[src/rtl/mem_port_arbiter_if.sv]
// rtl/mem_port_arbiter_if.sv - Requester, response and memory signals of the IF/LS memory port arbiter
interface mem_port_arbiter_if #(
    parameter int AW = 32,
    parameter int DW = 32
);

    logic          fetch_en;
    logic          if_req;
    logic [AW-1:0] if_addr;
    logic          if_gnt;
    logic          if_rvalid;
    logic [DW-1:0] if_rdata;

    logic          ls_req;
    logic          ls_we;
    logic [AW-1:0] ls_addr;
    logic [DW-1:0] ls_wdata;
    logic          ls_gnt;
    logic          ls_rvalid;
    logic [DW-1:0] ls_rdata;

    logic          mem_en;
    logic          mem_we;
    logic [AW-1:0] mem_addr;
    logic [DW-1:0] mem_wdata;
    logic [DW-1:0] mem_rdata;

    logic          busy;

    modport master (
        output fetch_en, if_req, if_addr,
        output ls_req, ls_we, ls_addr, ls_wdata,
        output mem_rdata,
        input  if_gnt, if_rvalid, if_rdata,
        input  ls_gnt, ls_rvalid, ls_rdata,
        input  mem_en, mem_we, mem_addr, mem_wdata,
        input  busy
    );

    modport slave (
        input  fetch_en, if_req, if_addr,
        input  ls_req, ls_we, ls_addr, ls_wdata,
        input  mem_rdata,
        output if_gnt, if_rvalid, if_rdata,
        output ls_gnt, ls_rvalid, ls_rdata,
        output mem_en, mem_we, mem_addr, mem_wdata,
        output busy
    );

endinterface

[src/rtl/mem_port_arbiter.sv]
// rtl/mem_port_arbiter.sv - Serialises IF and LS accesses onto one single-port synchronous memory
module mem_port_arbiter #(
    parameter int AW      = 32,
    parameter int DW      = 32,
    parameter int MEM_LAT = 1
) (
    input  logic              clk,
    input  logic              rst,
    mem_port_arbiter_if.slave bus
);

    typedef enum logic [1:0] {
        IDLE,
        ACCESS,
        WAIT,
        RESP
    } state_t;

    localparam logic [3:0] CNT_LAST = 4'(MEM_LAT - 1);

    state_t        state;
    logic          last_ls;
    logic          owner_ls;
    logic [3:0]    cnt;

    logic          pick_if;
    logic          pick_ls;
    logic          win_we;
    logic [AW-1:0] win_addr;
    logic [DW-1:0] win_wdata;

    // IF wins a contention unless it owned the previous access
    always_comb begin
        pick_if   = bus.if_req & bus.fetch_en & (~bus.ls_req | last_ls);
        pick_ls   = bus.ls_req & ~pick_if;
        win_we    = pick_ls & bus.ls_we;
        win_addr  = pick_ls ? bus.ls_addr : bus.if_addr;
        win_wdata = pick_ls ? bus.ls_wdata : '0;
    end

    always_ff @(posedge clk) begin
        if (!rst) begin
            state         <= IDLE;
            last_ls       <= 1'b1;
            owner_ls      <= 1'b0;
            cnt           <= '0;
            bus.if_gnt    <= 1'b0;
            bus.if_rvalid <= 1'b0;
            bus.if_rdata  <= '0;
            bus.ls_gnt    <= 1'b0;
            bus.ls_rvalid <= 1'b0;
            bus.ls_rdata  <= '0;
            bus.mem_en    <= 1'b0;
            bus.mem_we    <= 1'b0;
            bus.mem_addr  <= '0;
            bus.mem_wdata <= '0;
            bus.busy      <= 1'b0;
        end else begin
            bus.if_gnt    <= 1'b0;
            bus.ls_gnt    <= 1'b0;
            bus.if_rvalid <= 1'b0;
            bus.ls_rvalid <= 1'b0;
            bus.mem_en    <= 1'b0;
            bus.mem_we    <= 1'b0;
            case (state)
                IDLE, RESP: begin
                    if (pick_if || pick_ls) begin
                        state         <= ACCESS;
                        bus.busy      <= 1'b1;
                        owner_ls      <= pick_ls;
                        last_ls       <= pick_ls;
                        bus.if_gnt    <= pick_if;
                        bus.ls_gnt    <= pick_ls;
                        bus.mem_en    <= 1'b1;
                        bus.mem_we    <= win_we;
                        bus.mem_addr  <= win_addr;
                        bus.mem_wdata <= win_wdata;
                    end else begin
                        state    <= IDLE;
                        bus.busy <= 1'b0;
                    end
                end
                ACCESS: begin
                    cnt <= '0;
                    // mem_we is only high during a store's ACCESS cycle
                    if (bus.mem_we) begin
                        state    <= IDLE;
                        bus.busy <= 1'b0;
                    end else begin
                        state <= WAIT;
                    end
                end
                WAIT: begin
                    if (cnt == CNT_LAST) begin
                        state <= RESP;
                        if (owner_ls) begin
                            bus.ls_rdata  <= bus.mem_rdata;
                            bus.ls_rvalid <= 1'b1;
                        end else begin
                            bus.if_rdata  <= bus.mem_rdata;
                            bus.if_rvalid <= 1'b1;
                        end
                    end else begin
                        cnt <= cnt + 4'd1;
                    end
                end
                default: begin
                    state    <= IDLE;
                    bus.busy <= 1'b0;
                end
            endcase
        end
    end

endmodule
[src/flat_wrapper.sv]
// flat-port wrapper written by rule: the top's interface ports become plain ports
module mem_port_arbiter_flat 
#(
    parameter int AW      = 32,
    parameter int DW      = 32,
    parameter int MEM_LAT = 1
)
  (clk, rst, bus_fetch_en, bus_if_req, bus_if_addr, bus_ls_req, bus_ls_we, bus_ls_addr, bus_ls_wdata, bus_mem_rdata, bus_if_gnt, bus_if_rvalid, bus_if_rdata, bus_ls_gnt, bus_ls_rvalid, bus_ls_rdata, bus_mem_en, bus_mem_we, bus_mem_addr, bus_mem_wdata, bus_busy);
  mem_port_arbiter_if #(.AW(AW), .DW(DW)) bus_i ();
  input  logic clk;
  input  logic rst;
  input wire logic [$bits(bus_i.fetch_en)-1:0] bus_fetch_en;
  input wire logic [$bits(bus_i.if_req)-1:0] bus_if_req;
  input wire logic [$bits(bus_i.if_addr)-1:0] bus_if_addr;
  input wire logic [$bits(bus_i.ls_req)-1:0] bus_ls_req;
  input wire logic [$bits(bus_i.ls_we)-1:0] bus_ls_we;
  input wire logic [$bits(bus_i.ls_addr)-1:0] bus_ls_addr;
  input wire logic [$bits(bus_i.ls_wdata)-1:0] bus_ls_wdata;
  input wire logic [$bits(bus_i.mem_rdata)-1:0] bus_mem_rdata;
  output wire logic [$bits(bus_i.if_gnt)-1:0] bus_if_gnt;
  output wire logic [$bits(bus_i.if_rvalid)-1:0] bus_if_rvalid;
  output wire logic [$bits(bus_i.if_rdata)-1:0] bus_if_rdata;
  output wire logic [$bits(bus_i.ls_gnt)-1:0] bus_ls_gnt;
  output wire logic [$bits(bus_i.ls_rvalid)-1:0] bus_ls_rvalid;
  output wire logic [$bits(bus_i.ls_rdata)-1:0] bus_ls_rdata;
  output wire logic [$bits(bus_i.mem_en)-1:0] bus_mem_en;
  output wire logic [$bits(bus_i.mem_we)-1:0] bus_mem_we;
  output wire logic [$bits(bus_i.mem_addr)-1:0] bus_mem_addr;
  output wire logic [$bits(bus_i.mem_wdata)-1:0] bus_mem_wdata;
  output wire logic [$bits(bus_i.busy)-1:0] bus_busy;
  assign bus_i.fetch_en = bus_fetch_en;
  assign bus_i.if_req = bus_if_req;
  assign bus_i.if_addr = bus_if_addr;
  assign bus_i.ls_req = bus_ls_req;
  assign bus_i.ls_we = bus_ls_we;
  assign bus_i.ls_addr = bus_ls_addr;
  assign bus_i.ls_wdata = bus_ls_wdata;
  assign bus_i.mem_rdata = bus_mem_rdata;
  assign bus_if_gnt = bus_i.if_gnt;
  assign bus_if_rvalid = bus_i.if_rvalid;
  assign bus_if_rdata = bus_i.if_rdata;
  assign bus_ls_gnt = bus_i.ls_gnt;
  assign bus_ls_rvalid = bus_i.ls_rvalid;
  assign bus_ls_rdata = bus_i.ls_rdata;
  assign bus_mem_en = bus_i.mem_en;
  assign bus_mem_we = bus_i.mem_we;
  assign bus_mem_addr = bus_i.mem_addr;
  assign bus_mem_wdata = bus_i.mem_wdata;
  assign bus_busy = bus_i.busy;
  mem_port_arbiter #(.AW(AW), .DW(DW), .MEM_LAT(MEM_LAT)) u_core (.clk(clk), .rst(rst), .bus(bus_i));
endmodule
[config.mk]
export PLATFORM = sky130hd
export DESIGN_NAME = mem_port_arbiter_flat
export DESIGN_NICKNAME = d
export VERILOG_FILES = /design/src/rtl/mem_port_arbiter_if.sv /design/src/rtl/mem_port_arbiter.sv /design/src/flat_wrapper.sv
export SDC_FILE = /design/constraint.sdc
export NUM_CORES = 1
export LEC_CHECK = 0
export ABC_AREA = 1
export BUFFER_PORTS_ARGS = -buffer_cell sky130_fd_sc_hd__buf_2
export CAP_MARGIN = 10
export CORE_AREA = 2 2 123 125
export DETAILED_ROUTE_END_ITERATION = 12
export DIE_AREA = 0 0 125 127
export PLACE_DENSITY = 0.68
export SYNTH_ARGS = -nofsm -noshare
export SYNTH_HDL_FRONTEND = slang
export SYNTH_SLANG_ARGS = --single-unit
[constraint.sdc]
create_clock -name clk -period 2.44 [get_ports clk]
set_clock_uncertainty 0.05 [all_clocks]
set_input_delay 0.122 -clock clk [delete_from_list [all_inputs] [get_ports clk]]
set_output_delay 0.122 -clock clk [all_outputs]
set_load 0.05 [all_outputs]
==> flow_metrics.py <==
metrics = {
    "global_route": {
        "grt_pass1_wl_um": 29700,
        "grt_start_max_net_pins": 41,
        "grt-ovfl-total": 0,
        "grt_pass1_vias": 6179,
        "antenna_found_initial": 0,
        "grt_usage": 0.229,
    },
    "sta": {
        "finalSetupTns_ns": 0,
        "rsz0062_at_grt": "no",
        "finalSetupViolations": 0,
        "slew_violations": 0,
        "slew-limit-headroom": 0.601,
        "fmax_ghz": 0.431,
        "finalHoldViolations": 0,
        "fin_crit_ns": 2.32,
        "worst_pin_slew_ns": 0.598,
        "setup_slack_ns": 0.119,
        "finalCritPeriodShare": 0.951,
    },
    "synthesis": {
        "syn-cell-area_um2": 5720,
        "synth_fa_ha_area_frac": 0.00875,
        "yosys-mux-area-fraction": 0,
        "yosys.area_share.xor_xnor": 0,
        "synth_area_per_cell_um2": 7.26,
        "yosys.area.top_type": "dfxtp_1",
        "yosys.area_share.simple": 0.336,
        "synth_top_family_by_area": "simple AND/OR/NAND/NOR gates",
        "yosysTopAreaCellShare": 0.500,
        "ys_ff_latch": 143,
        "synth_nets": 926,
        "netlist_instances": 788,
        "seq_area_frac_synth": 0.500,
        "ys_types": 23,
        "synth_top_cells_by_area": "dfxtp_1 (50%), nand3_1 (12%), nand2_1 (12%), nor2_1 (9.0%), a21oi_1 (3.2%)",
        "synth-compound-area-share": 0.0685,
        "yosys_warnings": 0,
    },
    "placement": {
        "place_inst": 1202,
        "hpwlAfterDp_um": 11400,
        "io_buffers": 268,
        "place.gp.congestion": 0.768,
        "placed_cell_area_um2": 7140,
        "dp_slack_ns": 0.690,
    },
    "finish": {
        "multi_input_area_um2": 2380,
        "n_fill_cell": 1222,
        "layout_commonest_cell": "buf_2",
        "drive_gt1_frac": 0.278,
        "final_nets": 1303,
        "area_growth_pct": 58.0,
        "regArea_um2": 2860,
        "final_cell_mix": "buf_2 (268), nand2_1 (179), dfxtp_1 (143)",
        "num_antenna_cells": 0,
        "finalNonFillerCells": 1362,
        "stdcell_area_um2": 9040,
    },
    "critical_path": {
        "r2r-end": "u_core.bus.mem_addr[28]",
        "crit_arrival_ns": 2.59,
        "end_kind": "register",
        "cp_max_fo": 40,
        "startpoint_type": "register",
        "critPathLaunch": "u_core.state[0]",
        "reg2reg_slack_ns": 0.12,
        "cp.required_ns": 2.71,
        "rr_startpoint": "u_core.state[0]",
        "crit_end": "u_core.bus.mem_addr[28]",
        "reg2regPathDepth": 9,
        "critPathKind": "register to register",
    },
    "power_and_ir_drop": {
        "p_per_area_nw_per_um2": 731,
        "vdd_drop_max_mv": 0.454,
        "power_leakage_nw": 4.57,
    },
    "routing": {
        "detail_route.wl_per_cell_um": 13.8,
        "routed_wl_um": 18800,
        "ant_nets": 0,
        "drt_iter0_markers": 444,
        "viasPerCell": 4.80,
        "drt-pass1-iter-count": 5,
        "drc": 0,
        "vias": 6538,
    },
    "clock_tree": {
        "cts_tree": "yes",
        "ctsHtreeMaxLevel": 4,
        "cts.sink_count": 143,
        "cts_setup_buffers": 0,
        "clkTransAtPathRegs_ns": 0.06,
        "worstSkewPairLatency_ns": 0.42,
        "cts_root_buf": "clkbuf_16",
        "cts_buffers": 17,
        "cts_max_path_buffers": 2,
    },
    "floorplanning": {
        "die_area_um2": 15900,
        "die_y_um": 127,
        "core_um2": 14400,
        "io-pin-count": 269,
        "initial_core_util": 0.397,
        "rows": 44,
        "die_x_um": 125,
    },
    "worst_hold_path": {
        "hp-class": "primary input to register",
    },
    "outcome": {
        "outcome": "finished clean",
    },
    "job": {
        "maxCapViolations": 0,
    },
}
## stage by stage
| stage | hold slack [ns] | power [mW] | utilization |
|---|---|---|---|
| 2_1_floorplan | 0.175 | 3.41 | - |
| 3_3_place_gp | 0.259 | 3.74 | 0.495 |
| 3_5_place_dp | 0.263 | 3.74 | 0.495 |
| 4_1_cts | 0.00630 | 6.63 | 0.626 |
| 5_1_grt | 0.0486 | 6.88 | 0.627 |
| 6_report | 0.0218 | 6.61 | 0.627 |
## synthesized netlist by cell type
master / instances
nand2_1: 179
dfxtp_1: 143
nor2_1: 137
nand3_1: 135
inv_1: 46
a21oi_1: 37
o21ai_0: 36
clkbuf_1: 24
buf_2: 12
buf_4: 8
buf_6: 7
inv_2: 5
ha_1: 4
buf_1: 3
nand3_2: 2
nand4_1: 2
o21ai_1: 2
a21oi_2: 1
nand2_2: 1
nor2_2: 1
nor2_4: 1
o211ai_1: 1
or2_2: 1
## report_power, final
group / total [mW] / internal [mW] / switching, mW
combinational: 1.40 / 0.494 / 0.905
sequential: 2.53 / 2.46 / 0.0623
clock: 2.68 / 1.67 / 1.01
## registers in the layout, indices dropped and copies added (netlist names)
register and cells:
u_core.owner_ls 1, u_core.bus.busy 1, u_core.bus.ls_rvalid 1, u_core.state 2
u_core.bus.if_rvalid 1, u_core.bus.if_rdata 32, u_core.bus.mem_en 1, u_core.bus.if_gnt 1
u_core.bus.ls_rdata 32, u_core.last_ls 1, u_core.bus.ls_gnt 1, u_core.bus.mem_wdata 32
u_core.cnt 4, u_core.bus.mem_we 1, u_core.bus.mem_addr 32
## metal layers
metal,GRT usage,vias up,share of wire
li1,-,3259,-
met1,0.266,2924,0.40
met2,0.392,314,0.48
met5,0,-,0
met3,0.0674,41,0.085
met4,0.101,0,0.029
## what timing repair did
action,CTS,global route
resized for setup,0,2
setup endpoints to repair,0,8
hold endpoints to repair,129,0
hold buffers,128,0
## cell families after synthesis
logic type / Yosys count
flops: 143
compound gates: 77
simple gates: 459
fa+ha+maj: 4
buf+inv: 105
## final cells by class
cell class	count	share of cell area
Sequential cell	143	0.317
Timing Repair Buffer	412	0.306
Multi-Input combinational cell	540	0.263
Clock buffer	21	0.0509
Tap cell	184	0.0255
Inverter	51	0.0212
Clock inverter	11	0.0172
## critical path, stage by stage (launching register included)
cell and delay, ns:
dfxtp_1 0.34, inv_1 0.05, ha_1 0.36, inv_1 0.11, a21oi_4 0.15, buf_8 0.26, nand3_1 0.12, dlygate4sd3_1 0.60
nand2_1 0.12, inv_1 0.05
## how the worst min path moves through the flow
stage / endpoint / startpoint / cells after the start
floorplan: u_core.bus.mem_wdata[0] / bus_ls_wdata[0] / 2
global placement: u_core.bus.mem_wdata[29] / bus_ls_wdata[29] / 3
detailed placement: u_core.bus.mem_wdata[12] / bus_ls_wdata[12] / 3
CTS: u_core.bus.mem_addr[30] / bus_ls_addr[30] / 5
global route: u_core.bus.mem_addr[30] / bus_ls_addr[30] / 5
finish: u_core.bus.mem_addr[30] / bus_ls_addr[30] / 5
Note: power is estimated with default switching activity, not from simulation.
